==> src/rtl/mask_rev_scanner_if.sv <==
// -----------------------------------------------------------------------------
// mask_rev_scanner_if
//   Bundles the control inputs and the display/serial outputs of
//   mask_rev_scanner. clk and rst are plain ports on the module and are not
//   part of this interface.
//
//   master : drives ena, mask_rev, mode, index, dwell, ser_start;
//            observes seg_out, dp, digit_idx, ser_data, ser_valid, ser_busy
//   slave  : the scanner itself (opposite directions)
//
//   Serial handshake: ser_valid marks each bit of ser_data. There is no
//   ready/backpressure, so the consumer must take a bit on every cycle that
//   ser_valid is high. ser_busy covers the whole word.
// -----------------------------------------------------------------------------
interface mask_rev_scanner_if #(
  parameter int REV_WIDTH = 32,
  parameter int DIV_W     = 16
);
  localparam int NIBBLES = REV_WIDTH / 4;
  localparam int IDX_W   = $clog2(NIBBLES);

  logic                 ena;
  logic [REV_WIDTH-1:0] mask_rev;
  logic [1:0]           mode;
  logic [IDX_W-1:0]     index;
  logic [DIV_W-1:0]     dwell;
  logic                 ser_start;

  logic [6:0]           seg_out;
  logic                 dp;
  logic [IDX_W-1:0]     digit_idx;
  logic                 ser_data;
  logic                 ser_valid;
  logic                 ser_busy;

  modport master (
    output ena, mask_rev, mode, index, dwell, ser_start,
    input  seg_out, dp, digit_idx, ser_data, ser_valid, ser_busy
  );

  modport slave (
    input  ena, mask_rev, mode, index, dwell, ser_start,
    output seg_out, dp, digit_idx, ser_data, ser_valid, ser_busy
  );
endinterface

==> src/rtl/mask_rev_scanner.sv <==
// -----------------------------------------------------------------------------
// mask_rev_scanner
//   Captures a REV_WIDTH-bit mask revision word and shows it on one 7-segment
//   digit: manual nibble select (mode 00/11), auto-scan with programmable
//   dwell (mode 01), or MSB-first bit-serial shift-out on a start strobe
//   (mode 10).
//
//   clk          system clock
//   rst          asynchronous active-high reset
//   bus          mask_rev_scanner_if.slave (controls, display and serial outs)
//   o_dbg_state  serial FSM state (0 IDLE, 1 SHIFT, 2 DONE)
// -----------------------------------------------------------------------------
module mask_rev_scanner #(
  parameter int REV_WIDTH = 32,
  parameter int DIV_W     = 16
) (
  input  logic                  clk,
  input  logic                  rst,
  mask_rev_scanner_if.slave     bus,
  output logic [1:0]            o_dbg_state
);
  localparam int NIBBLES = REV_WIDTH / 4;
  localparam int IDX_W   = $clog2(NIBBLES);
  localparam int BIT_W   = $clog2(REV_WIDTH);

  localparam logic [IDX_W-1:0] IDX_LAST = IDX_W'(NIBBLES - 1);
  localparam logic [IDX_W:0]   NIB_EXT  = (IDX_W + 1)'(NIBBLES);
  localparam logic [BIT_W-1:0] BIT_LAST = BIT_W'(REV_WIDTH - 1);

  typedef enum logic [1:0] {
    S_IDLE  = 2'd0,
    S_SHIFT = 2'd1,
    S_DONE  = 2'd2
  } state_t;

  function automatic logic [6:0] hex7(input logic [3:0] n);
    case (n)
      4'h0: hex7 = 7'h3F;
      4'h1: hex7 = 7'h06;
      4'h2: hex7 = 7'h5B;
      4'h3: hex7 = 7'h4F;
      4'h4: hex7 = 7'h66;
      4'h5: hex7 = 7'h6D;
      4'h6: hex7 = 7'h7D;
      4'h7: hex7 = 7'h07;
      4'h8: hex7 = 7'h7F;
      4'h9: hex7 = 7'h6F;
      4'hA: hex7 = 7'h77;
      4'hB: hex7 = 7'h7C;
      4'hC: hex7 = 7'h39;
      4'hD: hex7 = 7'h5E;
      4'hE: hex7 = 7'h79;
      default: hex7 = 7'h71;
    endcase
  endfunction

  state_t               r_state;
  logic [BIT_W-1:0]     r_bitcnt;
  logic [REV_WIDTH-1:0] r_snap;
  logic [DIV_W-1:0]     r_cnt;
  logic [IDX_W-1:0]     r_idx;
  logic [6:0]           r_seg;
  logic                 r_dp;
  logic [1:0]           r_mode_q;

  state_t               w_state_nxt;
  logic [BIT_W-1:0]     w_bitcnt_nxt;
  logic [REV_WIDTH-1:0] w_snap_nxt;
  logic [DIV_W-1:0]     w_cnt_nxt;
  logic [IDX_W-1:0]     w_idx_nxt;
  logic                 w_dp_nxt;
  logic [BIT_W-1:0]     w_pos_nxt;
  logic [BIT_W-1:0]     w_pos;
  logic [3:0]           w_nib;
  logic                 w_blank;
  logic [6:0]           w_seg_nxt;
  logic                 w_auto;
  logic                 w_ser;
  logic                 w_auto_q;

  assign w_auto   = (bus.mode == 2'b01);
  assign w_ser    = (bus.mode == 2'b10);
  assign w_auto_q = (r_mode_q == 2'b01);

  // Bit currently presented while shifting (MSB first).
  assign w_pos = BIT_LAST - r_bitcnt;

  // Next-state / next-datapath. The display registers are loaded from the
  // *next* snapshot and index so seg_out always matches digit_idx.
  always_comb begin
    w_state_nxt  = r_state;
    w_bitcnt_nxt = r_bitcnt;
    w_snap_nxt   = r_snap;
    w_cnt_nxt    = r_cnt;
    w_idx_nxt    = r_idx;
    w_dp_nxt     = 1'b0;
    w_pos_nxt    = BIT_LAST - r_bitcnt;

    // Serial FSM: only starts in serial mode; leaving serial mode aborts.
    case (r_state)
      S_IDLE: begin
        if (w_ser && bus.ser_start) begin
          w_state_nxt  = S_SHIFT;
          w_bitcnt_nxt = '0;
          w_snap_nxt   = bus.mask_rev;
        end
      end
      S_SHIFT: begin
        if (!w_ser) begin
          w_state_nxt = S_IDLE;
        end else if (r_bitcnt == BIT_LAST) begin
          w_state_nxt = S_DONE;
        end else begin
          w_bitcnt_nxt = r_bitcnt + 1'b1;
        end
      end
      S_DONE: begin
        w_state_nxt = S_IDLE;
      end
      default: begin
        w_state_nxt = S_IDLE;
      end
    endcase

    w_pos_nxt = BIT_LAST - w_bitcnt_nxt;

    if (w_auto) begin
      if (!w_auto_q) begin
        // Fresh entry into auto-scan restarts the sweep on a new snapshot.
        w_idx_nxt  = '0;
        w_cnt_nxt  = '0;
        w_snap_nxt = bus.mask_rev;
      end else if (r_cnt >= bus.dwell) begin
        // >= so that lowering dwell below the running count still advances.
        w_cnt_nxt = '0;
        if (r_idx == IDX_LAST) begin
          w_idx_nxt  = '0;
          w_snap_nxt = bus.mask_rev;
        end else begin
          w_idx_nxt = r_idx + 1'b1;
        end
      end else begin
        w_cnt_nxt = r_cnt + 1'b1;
      end
      w_dp_nxt = (w_idx_nxt == '0);
    end else if (w_ser) begin
      if (w_state_nxt == S_SHIFT) begin
        w_idx_nxt = IDX_W'(w_pos_nxt >> 2);
      end else begin
        w_idx_nxt = IDX_LAST;
      end
    end else begin
      w_snap_nxt = bus.mask_rev;
      w_idx_nxt  = bus.index;
    end
  end

  assign w_nib     = w_snap_nxt[{w_idx_nxt, 2'b00} +: 4];
  assign w_blank   = ({1'b0, w_idx_nxt} >= NIB_EXT);
  assign w_seg_nxt = w_blank ? 7'h00 : hex7(w_nib);

  always_ff @(posedge clk or posedge rst) begin
    if (rst) begin
      r_state  <= S_IDLE;
      r_bitcnt <= '0;
      r_snap   <= '0;
      r_cnt    <= '0;
      r_idx    <= '0;
      r_seg    <= '0;
      r_dp     <= 1'b0;
      r_mode_q <= 2'b00;
    end else if (bus.ena) begin
      r_state  <= w_state_nxt;
      r_bitcnt <= w_bitcnt_nxt;
      r_snap   <= w_snap_nxt;
      r_cnt    <= w_cnt_nxt;
      r_idx    <= w_idx_nxt;
      r_seg    <= w_seg_nxt;
      r_dp     <= w_dp_nxt;
      r_mode_q <= bus.mode;
    end
  end

  assign bus.seg_out   = r_seg;
  assign bus.dp        = r_dp;
  assign bus.digit_idx = r_idx;
  assign bus.ser_valid = (r_state == S_SHIFT);
  assign bus.ser_busy  = (r_state == S_SHIFT);
  assign bus.ser_data  = (r_state == S_SHIFT) ? r_snap[w_pos] : 1'b0;
  assign o_dbg_state   = r_state;
endmodule

==> src/flat_wrapper.sv <==
// flat-port wrapper written by rule: the top's interface ports become plain ports
module mask_rev_scanner_flat 
#(
  parameter int REV_WIDTH = 32,
  parameter int DIV_W     = 16
)
  (clk, rst, o_dbg_state, bus_ena, bus_mask_rev, bus_mode, bus_index, bus_dwell, bus_ser_start, bus_seg_out, bus_dp, bus_digit_idx, bus_ser_data, bus_ser_valid, bus_ser_busy);
  mask_rev_scanner_if #(.REV_WIDTH(REV_WIDTH), .DIV_W(DIV_W)) bus_i ();
  input  logic clk;
  input  logic rst;
  output logic [1:0] o_dbg_state;
  input wire logic [$bits(bus_i.ena)-1:0] bus_ena;
  input wire logic [$bits(bus_i.mask_rev)-1:0] bus_mask_rev;
  input wire logic [$bits(bus_i.mode)-1:0] bus_mode;
  input wire logic [$bits(bus_i.index)-1:0] bus_index;
  input wire logic [$bits(bus_i.dwell)-1:0] bus_dwell;
  input wire logic [$bits(bus_i.ser_start)-1:0] bus_ser_start;
  output wire logic [$bits(bus_i.seg_out)-1:0] bus_seg_out;
  output wire logic [$bits(bus_i.dp)-1:0] bus_dp;
  output wire logic [$bits(bus_i.digit_idx)-1:0] bus_digit_idx;
  output wire logic [$bits(bus_i.ser_data)-1:0] bus_ser_data;
  output wire logic [$bits(bus_i.ser_valid)-1:0] bus_ser_valid;
  output wire logic [$bits(bus_i.ser_busy)-1:0] bus_ser_busy;
  assign bus_i.ena = bus_ena;
  assign bus_i.mask_rev = bus_mask_rev;
  assign bus_i.mode = bus_mode;
  assign bus_i.index = bus_index;
  assign bus_i.dwell = bus_dwell;
  assign bus_i.ser_start = bus_ser_start;
  assign bus_seg_out = bus_i.seg_out;
  assign bus_dp = bus_i.dp;
  assign bus_digit_idx = bus_i.digit_idx;
  assign bus_ser_data = bus_i.ser_data;
  assign bus_ser_valid = bus_i.ser_valid;
  assign bus_ser_busy = bus_i.ser_busy;
  mask_rev_scanner #(.REV_WIDTH(REV_WIDTH), .DIV_W(DIV_W)) u_core (.clk(clk), .rst(rst), .bus(bus_i), .o_dbg_state(o_dbg_state));
endmodule
==> config.mk <==
export PLATFORM = sky130hd
export DESIGN_NAME = mask_rev_scanner_flat
export DESIGN_NICKNAME = d
export VERILOG_FILES = /design/src/rtl/mask_rev_scanner_if.sv /design/src/rtl/mask_rev_scanner.sv /design/src/flat_wrapper.sv
export SDC_FILE = /design/constraint.sdc
export NUM_CORES = 1
export LEC_CHECK = 0
export CORE_UTILIZATION = 45
export CTS_CLUSTER_SIZE = 40
export DETAILED_ROUTE_END_ITERATION = 8
export PLACE_DENSITY = 0.79
export SYNTH_ARGS = -nofsm -noshare
export SYNTH_HDL_FRONTEND = slang
export SYNTH_SLANG_ARGS = --single-unit
==> constraint.sdc <==
create_clock -name clk -period 9 [get_ports clk]
set_input_delay 0.9 -clock clk [delete_from_list [all_inputs] [get_ports clk]]
set_output_delay 0.9 -clock clk [all_outputs]
set_load 0.005 [all_outputs]
== After elaboration in Yosys (flattened, before gate mapping) ==
Memories as Yosys holds them, arrays and structs flattened. A register that Yosys moved wholly into a read port is not among the register bits.
Cells that the tools add are included.
Cells by class
  add/sub/neg operators: 5
  magnitude comparators: 2
  equality and inequality tests: 7
  shift operators: 1
  multiplexer cells: 28
  reductions and logical operators: 4
Operators by type and width (count)
  32-bit 2-to-1 mux: 7
  16-bit 2-to-1 mux: 2
  32-bit by 6-bit variable part select with 4-bit output: 1
  3-bit 2-to-1 mux: 7
  16-bit by 1-bit adder with 16-bit output (second input constant): 1
  16-bit greater-or-equal comparator: 1
  5-bit 2-to-1 mux: 3
  5-bit case mux with 2 select lines: 1
  5-bit subtractor (first input constant): 2
  2-bit by 1-bit == test with 1-bit output (second input constant): 4
  5-bit by 6-bit < comparator with 1-bit output (second input constant): 1
  2-bit 2-to-1 mux: 3
  5-bit by 1-bit adder with 5-bit output (second input constant): 1
  1-bit binary-select mux with 5-bit select: 1
  5-bit == test (second input constant): 1
  2-bit case mux with 2 select lines: 1
  3-bit by 1-bit adder with 3-bit output (second input constant): 1
  3-bit == test (second input constant): 1
  3-bit zero test: 1
  1-bit 2-to-1 mux: 3
  2-bit == test (second input constant): 1
  2-bit zero test: 1
  2-bit AND reduction: 1
  1-bit logical AND: 1
Word-level totals
  register bits after elaboration: 61
  memory bits (read-only): 112
  input port bits: 57
  output and inout port bits: 16
  word-level logic and storage cells: 55
  memories kept: 1
Memory list
  (no name shown): words 16, width 7, read ports 1, clocked after Yosys merged registers in 1, wr ports 0, RTL line mask_rev_scanner.sv:37  | case (n)

== Depth between registers and ports, before layout ==
  word-level depth: 9
  mapped depth: 19
  mapped depth without buffers: 16

== Worst setup path before layout ==
Ideal clock, no wire load.
  kind: input to register
  start point: input bus_dwell[0]
  end point: register u_core.r_seg[3] (netlist: u_core.bus.seg_out[3])
  arrival: 4.456 ns
  required time: 8.920 ns
  setup slack: 4.464 ns
  cell stages on the path: 16
  path buffers: 2
  path through: ha_1 -> nand2b_4 -> a2111oi_4 -> and4b_4 -> nor3_4 -> a311o_1 -> buf_6 -> buf_6 -> mux2i_1 -> nand2_1 -> a41o_1 -> a221oi_1 -> inv_1 -> ha_1 -> mux2_4 -> o211ai_2
On the way
  longest elaborated chain between the ends: 6
RTL lines
  from (decl): RTL line flat_wrapper.sv:16  | input wire logic [$bits(bus_i.dwell)-1:0] bus_dwell;
  16-bit greater-or-equal comparator (*): RTL line mask_rev_scanner.sv:133  | end else if (r_cnt >= bus.dwell) begin
  3-bit 2-to-1 mux: RTL line mask_rev_scanner.sv:133
  3-bit 2-to-1 mux: RTL line mask_rev_scanner.sv:128  | if (!w_auto_q) begin
  3-bit 2-to-1 mux (2 in series): RTL line mask_rev_scanner.sv:127  | if (w_auto) begin
  32-bit by 6-bit variable part select with 4-bit output (*): RTL line mask_rev_scanner.sv:158  | assign w_nib = w_snap_nxt[{w_idx_nxt, 2'b00} +: 4];
  to (decl): RTL line mask_rev_scanner.sv:62  | logic [6:0] r_seg;
Every way passes the cells marked *; elsewhere a longest branch is shown, timed or not. The select of a mux whose other input is x is not followed.
A chain may end at the register's enable or synchronous reset.

== Worst setup path after layout ==
  start point: input bus_mode[1]
  end point: register u_core.r_seg[4] (netlist: u_core.bus.seg_out[4])
On the way
  longest elaborated chain between the ends: 9
RTL lines
  from (decl): RTL line flat_wrapper.sv:14  | input wire logic [$bits(bus_i.mode)-1:0] bus_mode;
  2-bit == test: RTL line mask_rev_scanner.sv:82  | assign w_ser = (bus.mode == 2'b10);
  1-bit logical AND: RTL line mask_rev_scanner.sv:102  | if (w_ser && bus.ser_start) begin
  5-bit 2-to-1 mux (tied with other cells): RTL line mask_rev_scanner.sv:102
  5-bit case mux with 2 select lines (tied with other cells): RTL line mask_rev_scanner.sv:100  | case (r_state)
  5-bit subtractor (tied with other cells): RTL line mask_rev_scanner.sv:125  | w_pos_nxt = BIT_LAST - w_bitcnt_nxt;
  3-bit 2-to-1 mux or 32-bit 2-to-1 mux (tied branches): RTL line mask_rev_scanner.sv:147, mask_rev_scanner.sv:133
  3-bit 2-to-1 mux or 32-bit 2-to-1 mux (tied branches): RTL line mask_rev_scanner.sv:146, mask_rev_scanner.sv:128
  3-bit 2-to-1 mux or 32-bit 2-to-1 mux (tied branches): RTL line mask_rev_scanner.sv:127
  32-bit by 6-bit variable part select with 4-bit output (*): RTL line mask_rev_scanner.sv:158
Every way passes the cells marked *; elsewhere a longest branch is shown, timed or not.

==> metrics.txt <==
# TYPE chip_impl_metric gauge
chip_impl_metric{name="tritoncts_num_sinks",unit=""} 68
chip_impl_metric{name="die_w",unit="um"} 115
chip_impl_metric{name="grt_start_max_net_pins",unit=""} 69
chip_impl_metric{name="detailed_place.area",unit="sq um"} 6550
chip_impl_metric{name="postSynthAreaPerCell",unit="sq um"} 8.48
chip_impl_metric{name="mappedNetlistNets",unit=""} 765
chip_impl_metric{name="rrSetupSlack",unit="ns"} 3.69
chip_impl_info{name="hold_end",value="u_core.bus.seg_out[5]"} 1
chip_impl_metric{name="design.final.nets",unit=""} 811
chip_impl_metric{name="placementRows",unit=""} 41
chip_impl_metric{name="cts-htree-levels",unit=""} 3
chip_impl_metric{name="cap_viol_max_count",unit=""} 0
chip_impl_metric{name="synth-edff-count",unit=""} 0
chip_impl_metric{name="power_density_over_the_cells",unit="nW/um^2"} 165
chip_impl_metric{name="timing_worst_slew_pin_value",unit="ns"} 1.06
chip_impl_metric{name="post-cts-setup-buffers",unit=""} 0
chip_impl_info{name="cpMaxStageDelayCell",value="nor4bb_1"} 1
chip_impl_metric{name="number_of_hold_violations_in_the_final_report",unit=""} 0
chip_impl_info{name="cts_root_buf",value="clkbuf_16"} 1
chip_impl_metric{name="fin_crit_sh",unit="%"} 66.7
chip_impl_metric{name="number_of_antenna_violations_at_the_first_check_in_global_routing",unit=""} 0
chip_impl_info{name="worst-setup-path-type",value="in2reg"} 1
chip_impl_metric{name="layout.cell_area.non_filler",unit="sq um"} 6850
chip_impl_metric{name="ys_warn_count",unit=""} 0
chip_impl_metric{name="max_fo_critical_path",unit=""} 39
chip_impl_metric{name="cp.required",unit="ns"} 9.18
chip_impl_metric{name="fmax",unit="GHz"} 0.167
chip_impl_metric{name="drc",unit=""} 2
chip_impl_metric{name="period_minus_slack",unit="ns"} 6.00
chip_impl_metric{name="power.share.sequential",unit="%"} 35.5
chip_impl_info{name="critical_path.reg2reg.endpoint",value="u_core.bus.seg_out[4]"} 1
chip_impl_metric{name="detail_route.first_pass.iterations",unit=""} 8
chip_impl_metric{name="crit_arrival",unit="ns"} 6.18
chip_impl_metric{name="gp_routability_congestion",unit=""} 0.945
chip_impl_info{name="crit_top_cell",value="a221oi_1"} 1
chip_impl_info{name="worstSetupEndpointType",value="flop"} 1
chip_impl_metric{name="fin_worst_skew",unit="ns"} 0.00917
chip_impl_metric{name="syn2layout_area_growth",unit="%"} 18.6
chip_impl_metric{name="netlist-cell-type-count",unit=""} 90
chip_impl_metric{name="cts_buffers",unit=""} 9
chip_impl_metric{name="irDropWorstVdd",unit="uV"} 96.7
chip_impl_metric{name="track_usage",unit="%"} 26.2
chip_impl_info{name="worstPathCellList",value="clkdlybuf4s50_1, buf_4, nor4bb_1, and4_1, nor3_1, a221oi_1, o311a_1, nand2b_1, a221oi_1, a41o_1, a221oi_1, inv_1, ha_1, o41ai_1, a31oi_1"} 1
chip_impl_metric{name="timing.critical_path.slowest_cell_delay",unit="ns"} 0.86
chip_impl_info{name="cp_launch_type",value="input port"} 1
chip_impl_metric{name="fp.dieArea",unit="sq um"} 13300
chip_impl_metric{name="cts.path.max_buffers",unit=""} 2
chip_impl_info{name="reg_to_reg_start",value="u_core.r_cnt[14]"} 1
chip_impl_info{name="synth_top_flop_cell",value="dfrtp_1"} 1
chip_impl_metric{name="drt-wirelength-per-cell",unit="um"} 18.5
chip_impl_metric{name="totalNegativeSetupSlack",unit="ns"} 0
chip_impl_info{name="worst_hold_path_type",value="reg2reg"} 1
chip_impl_metric{name="synthesis.instances",unit=""} 681
chip_impl_metric{name="avgViaCountPerCell",unit=""} 6.36
chip_impl_metric{name="place_hpwl",unit="um"} 12000
chip_impl_metric{name="pin_count",unit=""} 73
chip_impl_metric{name="total_inserted_antenna_cells",unit=""} 0
chip_impl_metric{name="switching_share",unit="%"} 33.3
chip_impl_metric{name="nFillCells",unit=""} 1142
chip_impl_metric{name="p_clk_share",unit="%"} 31.0
chip_impl_metric{name="clkTransAtPathRegs",unit="ns"} 0.05
chip_impl_metric{name="initial_utilization",unit="%"} 45.9
chip_impl_metric{name="grt_pass1_vias",unit=""} 5386
chip_impl_metric{name="drt_iter0_drc",unit=""} 665
chip_impl_metric{name="synth-async-reset-ratio",unit="%"} 100
chip_impl_info{name="hold_path_startpoint",value="u_core.bus.seg_out[5]"} 1
chip_impl_metric{name="layout-drive-gt1-share",unit="%"} 12.0
chip_impl_metric{name="finalSetupViolations",unit=""} 0
chip_impl_info{name="status",value="complete, but fails checks"} 1
chip_impl_metric{name="timing_max_transition_violations_final",unit=""} 0
chip_impl_info{name="tritoncts",value="yes"} 1
chip_impl_metric{name="io_buffers",unit=""} 72
chip_impl_metric{name="slew_headroom",unit="%"} 28.9
chip_impl_metric{name="globalRouteOverflowTotal",unit=""} 0
chip_impl_metric{name="grt_first_pass_wirelength",unit="um"} 26900
chip_impl_metric{name="internal_power_consumption",unit="uW"} 751
chip_impl_metric{name="combPwrFrac",unit="%"} 33.5
chip_impl_metric{name="power.leakage",unit="nW"} 2.89
chip_impl_info{name="violations",value="design-rule violations"} 1
chip_impl_metric{name="cts.hold.buffers_added",unit=""} 0
chip_impl_metric{name="cts_resized",unit=""} 0
chip_impl_metric{name="synth_sequential_area_ratio",unit="%"} 29.5
chip_impl_metric{name="netlist_area",unit="sq um"} 5770
chip_impl_metric{name="min_delay_path_depth",unit=""} 1
chip_impl_metric{name="postRouteAntennaNets",unit=""} 0
chip_impl_metric{name="clkLatencyLatePin",unit="ns"} 0.34
chip_impl_metric{name="number_of_vias_in_the_routed_layout",unit=""} 5749
chip_impl_metric{name="p_sw",unit="uW"} 375
chip_impl_metric{name="finalWirelength",unit="um"} 16700
chip_impl_metric{name="ys_ff_latch",unit=""} 68
chip_impl_metric{name="fp.coreArea",unit="sq um"} 12600
chip_impl_info{name="rsz0062_at_grt",value="no"} 1
chip_impl_metric{name="rr_worst_depth",unit=""} 14
chip_impl_metric{name="die_h",unit="um"} 115
## logic make-up after synthesis
family                     after synthesis  share of synthesized area (%)
muxes                                   53                           12.0
DFF                                     68                           29.5
adders and majority gates               28                           6.03
xor gates and xnor gates                 3                          0.455
buffers and inverters                   78                           5.87
AOI/OAI and AO/OA                      218                           26.4
and+or+nand+nor                        233                           19.8
## layer usage
layer  GRT usage [%]  wire length, um
met3            4.96             1590
met2            40.3             7490
met1            35.4             7040
met4            12.8              558
met5               0                0
## sequential cells by signal (all words and copies together) (netlist names)
name                  flops
u_core.r_snap            32
u_core.r_cnt             16
u_core.bus.seg_out        7
u_core.r_bitcnt           5
u_core.bus.digit_idx      3
u_core.o_dbg_state        2
u_core.r_mode_q           2
u_core.bus.dp             1
## cell type report
cell class,count,area [sq um],share of cell area (%)
clock buffer,13,280,4.09
sequential,68,1700,24.9
timing repair buffer,78,766,11.2
clock inverter,3,18.8,0.274
tap,172,215,3.14
multi-input combinational,535,3730,54.5
inverter,35,131,1.92
## cell usage in the layout, fill, tap and decap left out, drive strengths merged, types with 13 or more instances in the layout
cell type      instances
inv                   34
clkdlybuf4s50         72
nand2                 76
o211ai                16
a31oi                 17
nor3                  16
nand3                 18
clkbuf                13
mux2i                 19
o21ai                 75
mux2                  24
ha                    27
dfrtp                 68
nor2                  62
a21oi                 35
and3                  19
## critical path: cells and delay by family
kind                     cells  cell delay, ns
AND/OR/NAND/NOR              4            1.49
adder cells (fa/ha/maj)      1            0.24
AO/OA/AOI/OAI                7            2.52
buffers and inverters        3            1.03
## power groups by stage
stage	Clock, mW	Combinational, mW	Sequential, mW
6_report	0.349	0.377	0.400
5_1_grt	0.368	0.411	0.406
4_1_cts	0.355	0.371	0.399
3_5_place_dp	0	0.370	0.404
3_3_place_gp	0	0.360	0.401
2_1_floorplan	0	0.269	0.377
## how the worst max path moves through the flow
stage,start,endpoint,slack (ns)
4_1_cts,bus_mode[1],u_core.bus.seg_out[4],3.11
5_1_grt,bus_mode[1],u_core.bus.seg_out[0],2.55
2_1_floorplan,bus_dwell[0],u_core.bus.seg_out[3],4.46
3_3_place_gp,bus_mode[1],u_core.bus.seg_out[4],3.16
6_report,bus_mode[1],u_core.bus.seg_out[4],3.00
3_5_place_dp,bus_mode[1],u_core.bus.seg_out[4],2.75
## cells in the mapped netlist (all sizes together) (3+ instances only)
library cell  count  area share, %
mux2i            19            3.3
a31oi            17            1.8
o211ai           16            2.3
a2bb2oi           3           0.46
a22oi             3           0.72
or3               5           0.54
nand3            18            1.6
o22a              3           0.48
nor2             62            4.2
nand4             7           0.87
nand2b            6           0.78
and2              7           0.76
mux2             24            4.8
buf              17            1.9
o21ai            75            6.6
a221oi            6            1.0
nor3             16            1.8
clkbuf           26            1.7
nor2b             3           0.33
mux4             10            3.9
inv              34            2.2
o22ai             7           0.76
dfrtp            68             29
and3             19            2.1
a311oi            3           0.98
o2bb2ai           4           0.61
ha               27            5.9
a21oi            35            3.0
nand2            76            5.0
or2               5           0.54
o31ai             6            1.0
a2111oi           3           0.78
a22o              6           0.93
o2111ai           4           0.61
## metrics by stage
step | setup slack [ns] | util [%] | hold slack (ns) | total power [mW] | instances
final | 3.00 | 54.5 | 0.495 | 1.13 | 904
after CTS | 3.11 | 54.5 | 0.493 | 1.13 | 904
after global placement | 3.16 | 52.1 | 0.476 | 0.761 | 888
after global routing | 2.55 | 54.5 | 0.525 | 1.18 | 904
after floorplan | 4.46 | - | 0.455 | 0.646 | 681
after detailed placement | 2.75 | 52.1 | 0.482 | 0.774 | 888
(Power assumes the default switching activity.)
